===== config.mk =====
export PLATFORM = sky130hd
export DESIGN_NAME = seg_scan_sched
export DESIGN_NICKNAME = d
export VERILOG_FILES = /design/src/rtl/seg_pkg.sv /design/src/rtl/hex_to_seg.sv /design/src/rtl/seg_scan_sched.sv
export SDC_FILE = /design/constraint.sdc
export NUM_CORES = 1
export LEC_CHECK = 0
export ABC_AREA = 1
export BUFFER_PORTS_ARGS = -buffer_cell sky130_fd_sc_hd__buf_2
export CAP_MARGIN = 20
export CORE_MARGIN = 4
export CORE_UTILIZATION = 48
export DETAILED_ROUTE_END_ITERATION = 10
export PLACE_DENSITY_LB_ADDON = 0.05
export SETUP_SLACK_MARGIN = 0.2
export SYNTH_ARGS = -nofsm -noshare
export SYNTH_HDL_FRONTEND = slang
export SYNTH_SLANG_ARGS = --single-unit

===== constraint.sdc =====
create_clock -name clk -period 3.6 [get_ports clk]
set_input_delay 0 -clock clk [delete_from_list [all_inputs] [get_ports clk]]
set_output_delay 0 -clock clk [all_outputs]
set_load 0.01 [all_outputs]

===== src/rtl/seg_pkg.sv =====
// rtl/seg_pkg.sv - shared types and font constants for the seven-segment scan scheduler
// Contents: SEG_BLANK, SEG_FONT (active-high {g,f,e,d,c,b,a} per hex value),
//           digit_t entry {blank, dp, hex}, DIGIT_BLANK reset entry, state_t {OPEN, PENDING}.
package seg_pkg;

    localparam logic [7:0] SEG_BLANK = 8'hFF;

    // Entry n is the glyph for hex value n; bit 0 = segment a.
    localparam logic [15:0][6:0] SEG_FONT = {
        7'h71, 7'h79, 7'h5E, 7'h39, 7'h7C, 7'h77, 7'h6F, 7'h7F,
        7'h07, 7'h7D, 7'h6D, 7'h66, 7'h4F, 7'h5B, 7'h06, 7'h3F
    };

    typedef struct packed {
        logic       blank;
        logic       dp;
        logic [3:0] hex;
    } digit_t;

    localparam digit_t DIGIT_BLANK = '{blank: 1'b1, dp: 1'b0, hex: 4'h0};

    typedef enum logic {
        OPEN    = 1'b0,
        PENDING = 1'b1
    } state_t;

endpackage


===== src/rtl/hex_to_seg.sv =====
// rtl/hex_to_seg.sv - combinational hex + dp to active-low segment pattern
// Ports: hex[3:0] value 0..F, dp decimal point on, smg[7:0] {dp,g,f,e,d,c,b,a} active-low.
module hex_to_seg
    import seg_pkg::*;
(
    input  logic [3:0] hex,
    input  logic       dp,
    output logic [7:0] smg
);

    assign smg = ~{dp, SEG_FONT[hex]};

endmodule


===== src/rtl/seg_scan_sched.sv =====
// rtl/seg_scan_sched.sv - 4-digit seven-segment scan scheduler with tear-free shadow/active buffers
// Ports: clk, rst (async active-high); wr_valid/wr_ready/wr_addr/wr_hex/wr_dp/wr_blank shadow
//        write port; commit swap request; brightness[2:0] duty; dig[3:0], smg[7:0] active-low
//        display drive; frame_done pulse in the last cycle of the digit-3 slot.
// Optional: LEADING_ZERO_BLANK_EN darkens leading zeros (digit 0 always shown).
module seg_scan_sched
    import seg_pkg::*;
#(
    parameter int DIGIT_TICKS = 27000
) (
    input  logic       clk,
    input  logic       rst,
    input  logic       wr_valid,
    output logic       wr_ready,
    input  logic [1:0] wr_addr,
    input  logic [3:0] wr_hex,
    input  logic       wr_dp,
    input  logic       wr_blank,
    input  logic       commit,
    input  logic [2:0] brightness,
    output logic [3:0] dig,
    output logic [7:0] smg,
    output logic       frame_done
);

    localparam int SUB_TICKS = DIGIT_TICKS / 8;
    localparam int TW = $clog2(DIGIT_TICKS);
    localparam int SW = $clog2(SUB_TICKS);
    localparam logic [TW-1:0] TICK_LAST = TW'(DIGIT_TICKS - 1);
    localparam logic [SW-1:0] SUB_LAST  = SW'(SUB_TICKS - 1);

    state_t            state;
    digit_t [3:0]      shadow;
    digit_t [3:0]      active;
    logic   [TW-1:0]   tick_cnt;
    logic   [SW-1:0]   sub_cnt;
    logic   [2:0]      sub;
    logic   [1:0]      idx;
    logic   [3:0]      eff_blank;
    logic   [7:0]      seg_lo;
    logic              frame_end;
    logic              lit;

    assign frame_end  = (tick_cnt == TICK_LAST) && (idx == 2'd3);
    assign frame_done = frame_end;
    assign wr_ready   = (state == OPEN);

`ifdef LEADING_ZERO_BLANK_EN
    logic higher_dark;
`endif

    // Per-digit darkness after optional leading-zero suppression.
    always_comb begin
        eff_blank = '0;
`ifdef LEADING_ZERO_BLANK_EN
        higher_dark = 1'b1;
        for (int i = 3; i >= 1; i--) begin
            eff_blank[i] = active[i].blank |
                           ((active[i].hex == 4'h0) && !active[i].dp && higher_dark);
            higher_dark  = higher_dark & eff_blank[i];
        end
        eff_blank[0] = active[0].blank;
`else
        for (int i = 0; i < 4; i++) begin
            eff_blank[i] = active[i].blank;
        end
`endif
    end

    hex_to_seg u_dec (
        .hex (active[idx].hex),
        .dp  (active[idx].dp),
        .smg (seg_lo)
    );

    // Tick 0 of every slot is dead time so the previous digit's segments cannot ghost.
    assign lit = (tick_cnt != '0) && (sub <= brightness) && !eff_blank[idx];

    always_ff @(posedge clk or posedge rst) begin
        if (rst) begin
            state    <= OPEN;
            shadow   <= {4{DIGIT_BLANK}};
            active   <= {4{DIGIT_BLANK}};
            tick_cnt <= '0;
            sub_cnt  <= '0;
            sub      <= '0;
            idx      <= '0;
            dig      <= 4'b1111;
            smg      <= SEG_BLANK;
        end else begin
            // sub tracks tick_cnt / SUB_TICKS without a divider.
            if (tick_cnt == TICK_LAST) begin
                tick_cnt <= '0;
                sub_cnt  <= '0;
                sub      <= '0;
                idx      <= idx + 2'd1;
            end else begin
                tick_cnt <= tick_cnt + 1'b1;
                if (sub_cnt == SUB_LAST) begin
                    sub_cnt <= '0;
                    sub     <= sub + 3'd1;
                end else begin
                    sub_cnt <= sub_cnt + 1'b1;
                end
            end

            if (wr_valid && wr_ready) begin
                shadow[wr_addr] <= '{blank: wr_blank, dp: wr_dp, hex: wr_hex};
            end

            // Shadow is frozen while PENDING, so the swap copies exactly what was committed.
            case (state)
                OPEN: begin
                    if (commit) begin
                        state <= PENDING;
                    end
                end
                PENDING: begin
                    if (frame_end) begin
                        active <= shadow;
                        state  <= OPEN;
                    end
                end
                default: state <= OPEN;
            endcase

            if (lit) begin
                dig <= ~(4'b0001 << idx);
                smg <= seg_lo;
            end else begin
                dig <= 4'b1111;
                smg <= SEG_BLANK;
            end
        end
    end

endmodule


==> results of run 1 <==
per-stage QoR:
step | cell area [um^2] | hold WS, ns
2_1_floorplan | 4740 | 0.154
3_3_place_gp | 4950 | 0.123
3_5_place_dp | 4950 | 0.128
4_1_cts | 5230 | 0.189
5_1_grt | 5230 | 0.254
6_report | 5230 | 0.186
worst paths after layout:
check	endpoint	start	depth (start not counted)	slack (ns)
max in group asynchronous	shadow[1]	rst	4	2.23
worst max register to register	smg[1]	idx[0]	11	1.51
min in group asynchronous	sub[2]	rst	3	0.26
worst max-delay path	frame_done	tick_cnt[0]	7	1.50
worst min register to register	sub_cnt[0]	sub_cnt[0]	1	0.46
worst min-delay path	shadow[23]	wr_addr[0]	3	0.19
cells by family (layout without fill, tap and decap cells):
kind of cell | after synthesis | after routing
and+or+nand+nor | 343 | 343
AOI/OAI and AO/OA | 44 | 44
adders and majority gates | 18 | 18
xor gates and xnor gates | 9 | 9
DFF | 93 | 93
buffers and inverters | 78 | 112
state kept, by name, indices dropped and copies added (netlist names):
name / count
active: 24
shadow: 24
tick_cnt: 15
sub_cnt: 12
smg: 8
dig: 4
sub: 3
idx: 2
state: 1
tightest hold or removal path, stage by stage:
cell	delay, ns
buf_2	0.11
nand3_1	0.30
o21ai_0	0.13
report_power, final:
part | total (uW) | switching [uW] | internal, uW
registers | 1080 | 9.93 | 1070
logic | 63.8 | 40.3 | 23.4
clock network | 711 | 369 | 342
layout make-up:
cell class                      count  area, um^2  area share (%)
Clock buffer                       11         141            2.71
Inverter                           58         219            4.19
Multi-Input combinational cell    414        2050            39.3
Tap cell                          133         166            3.18
Clock inverter                      5        58.8            1.13
Timing Repair Buffer               38         235            4.50
Sequential cell                    93        2350            45.0
layer usage:
layer  vias to the layer above  wire (um)
li1                       1951          -
met2                        70       4190
met1                      1753       5100
met5                         -          0
met3                        16        347
met4                         0        157
cell usage in the layout (no fill, tap or decap), types with 8 or more instances in the layout:
cell type and n:
nor2_1 58, xor2_1 8, o21ai_0 36, ha_1 18, nand4_1 28, dfrtp_1 73, nand2_1 175, nand3_1 56
nor3_1 11, dfstp_2 20, inv_1 54, clkbuf_8 10, buf_2 28, dlygate4sd3_1 8
repair_timing:
action,in CTS,in global routing
hold endpoints to repair,62,0
hold buffers,8,0
gates resized for setup,0,0
==> impl_metrics.yaml, run 1 <==
synthesis:
  synth_top_family_by_area: "simple AND/OR/NAND/NOR gates"
  synth_fa_ha_area_share_pct: 4.75
  syn_nets: 618
  syn_area_per_cell_um2: 8.11
  ys_ff_latch: 93
  yosys_most_used_dff: "dfrtp_1"
  synth.most_common_cell: "nand2_1"
  yosys.area_share.simple_pct: 32.2
  synthArstFlopShare_pct: 100
  synthMuxAreaShare_pct: 0
  syn_area_um2: 4740
  yosys.area.top_type_share_pct: 38.5
  ys_top_cells_by_area: "dfrtp_1, nand2_1, dfstp_2, nand3_1, ha_1"
  synth-seq-area-share_pct: 49.6
  synth_area_leader_cell: "dfrtp_1"
  synth_edf_count: 0
  synth_commonest_cells: "nand2_1, dfrtp_1, nor2_1"
  ys_warn_count: 0
  synth_xor_area_share_pct: 1.66
  synth_compound_area_share_pct: 4.70
  yosysUniqueCellTypes: 30
  synth_cells: 585
placed_design:
  dp_slack_ns: 1.54
  dp_cells: 728
  gp_congestion: 0.864
  dp.final_hpwl_mm: 6.95
  io_buffers: 28
pwr:
  peakVddDrop_mv: 0.232
  leakage_uw: 0.00269
  total_power_uw: 1850
  powerDensity_nw_per_um2: 354
finish:
  num-fill-cells: 917
  insertedDiodeCount: 0
  areaGrowthSynthToFinish_pct: 10.2
  drive_above_1_share_pct: 12.4
  finalNonFillerCells: 752
  final_nets: 647
  post-route-util_pct: 54.0
die:
  io-pin-count: 29
  core_area_um2: 9680
  rows: 36
  dieArea_um2: 11500
  initial_core_util_pct: 49.0
  die_x_um: 107
  die_y_um: 107
cts:
  cts.path.max_buffers: 2
  cts.sinks: 93
  cts_inserted_buffers: 9
  insertion_delay_ns: 0.37
  cts-root-buf: "clkbuf_8"
  htree_num_levels: 3
  cts_setup_buffers: 0
  path_clk_slew_ns: 0.09
  cts_tree: "done"
global_route:
  busiest_layer: "met1"
  grt_max_degree: 56
  grt_pass1_vias: 3569
  antenna_found_initial: 0
  use_met3_pct: 3.12
  grt_usage_pct: 18.8
  grt.overflow.total: 0
  grtUsageMet2_pct: 27.2
  grtUsageMet1_pct: 28.6
  grt_pass1_wl_mm: 17.3
critical_path:
  worst_path_max_delay_cell: "dfrtp_1"
  crit_path_max_fanout: 34
  path_buf_inv: 1
  crit_path_frequent_cell: "nand2_2"
  worstPathArrival_ns: 2.10
  path_cells: "ha_1 > nand2_2 > nor2_2 > nand2_2 > nor2_8 > and2_1 > buf_2"
  critPathRequiredTime_ns: 3.60
  critPathMaxStageDelay_ns: 0.39
  cp_top_family: "simple AND/OR/NAND/NOR gates"
  crit_path_start_kind: "flop"
  worstSetupPathType: "reg2out"
  cp-end-kind: "primary output"
drt:
  drc: 0
  wire_per_inst_um: 13.0
  first_pass_iters: 4
  vias: 3790
  viasPerCell: 5.04
  ant_nets: 0
  wirelength_mm: 9.79
  dr.first_iter.drc_count: 215
job:
  drv_cap: 0
timing:
  worst-slew-pin-transition_ns: 0.935
  setup_viol: 0
  min_period_ns: 2.10
  slew_viol_final: 0
  timing.final.crit_share_pct: 58.2
  setup_ws_ns: 1.50
  rsz0062_at_grt: "no"
  hold_viol: 0
  tns_ns: 0
  finClkSkew_ns: 0.0112
  clock.fmax_mhz: 477
  relSlewSlack_pct: 37.7
min_path:
  hp-class: "in2reg"
run_status:
  status: "completed"
Power figures use the tool's default switching activity.
==> run 2, diff against run 1 <==
- clock period: 3.6 -> 1.99 ns (I/O delays scaled with it)
==> run 2 against run 1 <==
Compared with the run above:
- global-route usage is 0.37 points higher
- wire length is 4.8% higher
- non-clock buffer count is 19 higher
- critical path type unchanged
- critical endpoint unchanged
- largest power group unchanged
==> impl_metrics.yaml, run 2 (same netlist as run 1, synthesis figures left out) <==
run_status:
  status: "completed"
timing:
  min_period_ns: 1.70
  timing.final.crit_share_pct: 85.5
  setup_viol: 0
  hold_viol: 0
  slew_viol_final: 0
  rsz0062_at_grt: "yes"
  relSlewSlack_pct: 57.0
  finClkSkew_ns: 0.00796
  setup_ws_ns: 0.288
  clock.fmax_mhz: 588
  tns_ns: 0
  worst-slew-pin-transition_ns: 0.643
cts:
  path_clk_slew_ns: 0.09
  cts-root-buf: "clkbuf_8"
  cts_inserted_buffers: 9
  cts.path.max_buffers: 2
  cts_tree: "done"
  insertion_delay_ns: 0.36
  cts.sinks: 93
  htree_num_levels: 3
drt:
  vias: 3908
  viasPerCell: 5.06
  ant_nets: 0
  wirelength_mm: 10.3
  dr.first_iter.drc_count: 131
  drc: 0
  first_pass_iters: 4
  wire_per_inst_um: 13.3
finish:
  final_cell_mix: "nand2_1, dfrtp_1, nand3_1, nor2_1, inv_1"
  reg_top3: "active x24, shadow x24, tick_cnt x15"
  final_common_cell: "nand2_1"
  insertedDiodeCount: 0
  areaGrowthSynthToFinish_pct: 17.0
  final_nets: 668
  drive_above_1_share_pct: 17.2
  fin_area_um2: 5550
global_route:
  antenna_found_initial: 0
  grt_pass1_vias: 3631
  grt.overflow.total: 0
  grt_usage_pct: 19.2
  grt_pass1_wl_mm: 17.7
  grt_max_degree: 47
critical_path:
  crit_path_max_fanout: 4
  worstSetupPathType: "reg2out"
  crit_path_start_kind: "flop"
  cp-end-kind: "primary output"
  worstPathArrival_ns: 1.70
  critPathRequiredTime_ns: 1.99
die:
  core_area_um2: 9680
  initial_core_util_pct: 49.0
  dieArea_um2: 11500
  rows: 36
  io-pin-count: 29
  die_y_um: 107
  die_x_um: 107
job:
  drv_cap: 0
placed_design:
  io_buffers: 28
  gp_congestion: 0.857
  dp.final_hpwl_mm: 7.13
  dp_slack_ns: 0.171
  postPlaceCellArea_um2: 5030
pwr:
  total_power_uw: 3570
  peakVddDrop_mv: 0.399
  powerDensity_nw_per_um2: 643
  leakage_uw: 0.00286
min_path:
  hp-class: "in2reg"
==> run 2: cell types whose count changed in the layout (fill, tap and decap cells not counted), sizes merged <==
cell and change:
nand3 +2, bufinv +2, buf +17, clkbuf -1, bufbuf +1, dlymetal6s2s +1
inv -1
==> run 2: area by class of cell <==
| class | instances | area (um^2) |
|---|---|---|
| inverter | 58 | 221 |
| timing repair buffer | 57 | 437 |
| fill | 914 | 4140 |
| tap | 133 | 166 |
| clock buffer | 10 | 128 |
| multi-input combinational | 416 | 2130 |
| clock inverter | 6 | 111 |
| sequential | 93 | 2360 |
==> run 2: through the flow <==
stage,std cells,hold WS (ns),utilization [%]
CTS,766,0.174,56.3
floorplan,585,0.154,-
finish,773,0.171,57.3
detailed placement,736,0.129,52.0
global placement,736,0.121,52.0
global route,773,0.246,57.3
==> run 2: power breakdown <==
| part | leakage (uW) | total [uW] | internal, uW | switching (uW) |
|---|---|---|---|---|
| combinational | 0.00156 | 122 | 47.5 | 74.4 |
| sequential | 0.00118 | 1950 | 1930 | 19.7 |
| clock | 0.000116 | 1490 | 835 | 659 |
==> run 2: layer usage <==
metal	track usage (%)	up-vias	share of wire [%]
met2	28.5	68	44
met3	2.52	11	3.7
met5	0	-	0
met4	6.31	0	1.2
met1	29.0	1827	51
li1	-	2002	-
==> run 2: what timing repair did <==
action / in CTS / in global routing
setup endpoints to repair: 24 / 32
hold buffers: 8 / 0
endpoints found under the hold margin: 44 / 0
gates resized for setup: 6 / 13
cloned: 2 / 1
setup buffers: 4 / 6
pin swaps: 3 / 4
==> run 2: final timing paths <==
path / end / startpoint / depth (start not counted) / slack, ns
max: frame_done / tick_cnt[1] / 8 / 0.29
min reg2reg: sub_cnt[0] / sub_cnt[0] / 1 / 0.47
min in group asynchronous: tick_cnt[4] / rst / 3 / 0.27
max reg2reg: smg[6] / idx[0] / 9 / 0.32
min: shadow[23] / wr_addr[0] / 3 / 0.17
max in group asynchronous: tick_cnt[8] / rst / 4 / 1.00
==> run 2: worst max-delay path, stage by stage, from the launching register on <==
cell     delay [ns]
dfrtp_1        0.41
ha_4           0.18
nand2_4        0.07
nor2_4         0.12
nand2_4        0.07
nor2_8         0.13
buf_12         0.12
and2_4         0.13
buf_2          0.12
==> run 3, diff against run 2 <==
- clock period: 1.99 -> 1.65 ns (I/O delays scaled with it)
==> run 3 against run 2 <==
Compared with the run above:
- worst hold slack lost 0.10 ns
- via count grew 2.5%
- wire length grew 5.6%
- register-to-register slack lost 0.25 ns
- global-route usage grew 0.32 points
- largest cell class is now multi-input combinational cells
- critical path depth shrank 3
- sequential share of layout area shrank 2.8 points
==> impl_metrics.yaml, run 3 (same netlist as run 1, synthesis figures left out) <==
run_status:
  status: "completed"
placed_design:
  postPlaceCellArea_um2: 5190
  io_buffers: 28
  gp_congestion: 0.865
  dp_cells: 752
  dp_slack_ns: -0.184
  dp.final_hpwl_mm: 7.38
job:
  drv_cap: 0
global_route:
  grt_max_degree: 30
  antenna_found_initial: 0
  grt_usage_pct: 19.5
  grt_pass1_vias: 3783
  grt_pass1_wl_mm: 18.0
  grt.overflow.total: 0
min_path:
  hp-class: "in2reg"
  hold_path_end: "shadow[17]"
  whs_path_depth: 3
  hp-start: "wr_addr[1]"
timing:
  slew_viol_final: 0
  timing.final.crit_share_pct: 98.5
  relSlewSlack_pct: 62.1
  rsz0062_at_grt: "yes"
  clock.fmax_mhz: 615
  setup_viol: 0
  whs_ns: 0.0695
  worst-slew-pin-transition_ns: 0.568
  min_period_ns: 1.63
  finClkSkew_ns: 0.0141
  setup_ws_ns: 0.0244
  hold_viol: 0
critical_path:
  regToRegStartpoint: "idx[0]"
  crit_path_start: "idx[1]"
  crit_path_start_kind: "flop"
  cp-end-kind: "primary output"
  worstSetupPathType: "reg2out"
  crit_path_max_fanout: 6
  critPathRequiredTime_ns: 1.65
  rr_endpoint: "smg[1]"
  rrSetupSlack_ns: 0.07
  rr_worst_depth: 11
  worstPathArrival_ns: 1.63
finish:
  multi_input_area_um2: 2370
  num-fill-cells: 900
  final_nets: 693
  reg_top3: "active x24, shadow x24, tick_cnt x15"
  drive_above_1_share_pct: 27.8
  finalNonFillerCells: 798
  insertedDiodeCount: 0
  seq_area_um2: 2360
  final_cell_mix: "nand2_1, dfrtp_1, nor2_1, inv_1, nand3_1"
  fin_area_um2: 5950
  post-route-util_pct: 61.4
  final_common_cell: "nand2_1"
  areaGrowthSynthToFinish_pct: 25.3
die:
  initial_core_util_pct: 49.0
  core_area_um2: 9680
  rows: 36
  dieArea_um2: 11500
  die_x_um: 107
  die_y_um: 107
  io-pin-count: 29
drt:
  dr.first_iter.drc_count: 172
  drc: 0
  ant_nets: 0
  wire_per_inst_um: 13.6
  vias: 4006
  first_pass_iters: 6
  wirelength_mm: 10.8
  viasPerCell: 5.02
pwr:
  leakage_uw: 0.00298
  peakVddDrop_mv: 0.440
  powerDensity_nw_per_um2: 662
cts:
  cts_tree: "done"
  cts.path.max_buffers: 2
  cts_inserted_buffers: 9
  path_clk_slew_ns: 0.09
  cts.sinks: 93
  insertion_delay_ns: 0.36
  htree_num_levels: 3
  cts-root-buf: "clkbuf_8"
==> run 3: changes by cell type in the layout (fill, tap and decap cells not counted), moves of 4 or more <==
cell     delta
nand2_4     +6
inv_1       -6
nor2_1      -7
nand3_2     +8
inv_2       +4
ha_1        -4
ha_4        +4
buf_4      +18
buf_6       +7
nand2_1    -20
nor2_2      +5
nand3_1    -11
nand2_2    +15
==> run 3: timing repair <==
action                                  4_1_cts  5_1_grt
resized for setup                            32       59
endpoints found under the setup margin       63       88
endpoints found under the hold margin        41        0
setup buffers                                13        6
hold buffers                                  8        0
cloned                                        2        1
pin swaps                                     7       18
==> run 3: metal layers <==
metal | routed length (um) | part of all wire (%) | up-vias | track usage (%)
met4 | 140 | 1.3 | 0 | 5.41
met3 | 339 | 3.1 | 13 | 3.54
met5 | 0 | 0 | - | 0
li1 | - | - | 2052 | -
met2 | 4980 | 46 | 57 | 30.0
met1 | 5370 | 50 | 1884 | 28.3
==> run 3: worst max-delay path by stage <==
stage / slack, ns / cells past startpoint / endpoint
finish: 0.02 / 5 / frame_done
global route: -0.04 / 5 / frame_done
CTS: -0.0004 / 8 / frame_done
detailed placement: -0.18 / 7 / smg[6]
global placement: -0.1 / 7 / smg[6]
floorplan: 0.05 / 13 / smg[1]
==> run 3: where the power goes <==
group | total (uW) | switching [uW] | leakage, uW | internal [uW]
sequential | 2350 | 24.2 | 0.00118 | 2330
clock | 1420 | 785 | 0.0000896 | 633
combinational | 167 | 98.4 | 0.00171 | 69.0
==> run 3: through the flow <==
step	setup TNS, ns	power [uW]
floorplan	0	2470
CTS	-0.000364	3990
finish	0	3940
global route	-0.145	4140
global placement	-0.829	2540
detailed placement	-1.88	2550
==> run 3: worst max-delay path: stages (launching register included) <==
cell	delay (ns)
dfrtp_2	0.48
buf_4	0.18
ha_4	0.19
buf_4	0.15
and2_4	0.15
buf_6	0.11
==> run 3: cell type report <==
class	instances	area share (%)
Multi-Input combinational cell	417	39.9
Sequential cell	93	39.6
Timing Repair Buffer	81	10.8
Inverter	58	3.85
Tap cell	133	2.80
Clock buffer	13	2.67
Clock inverter	3	0.358
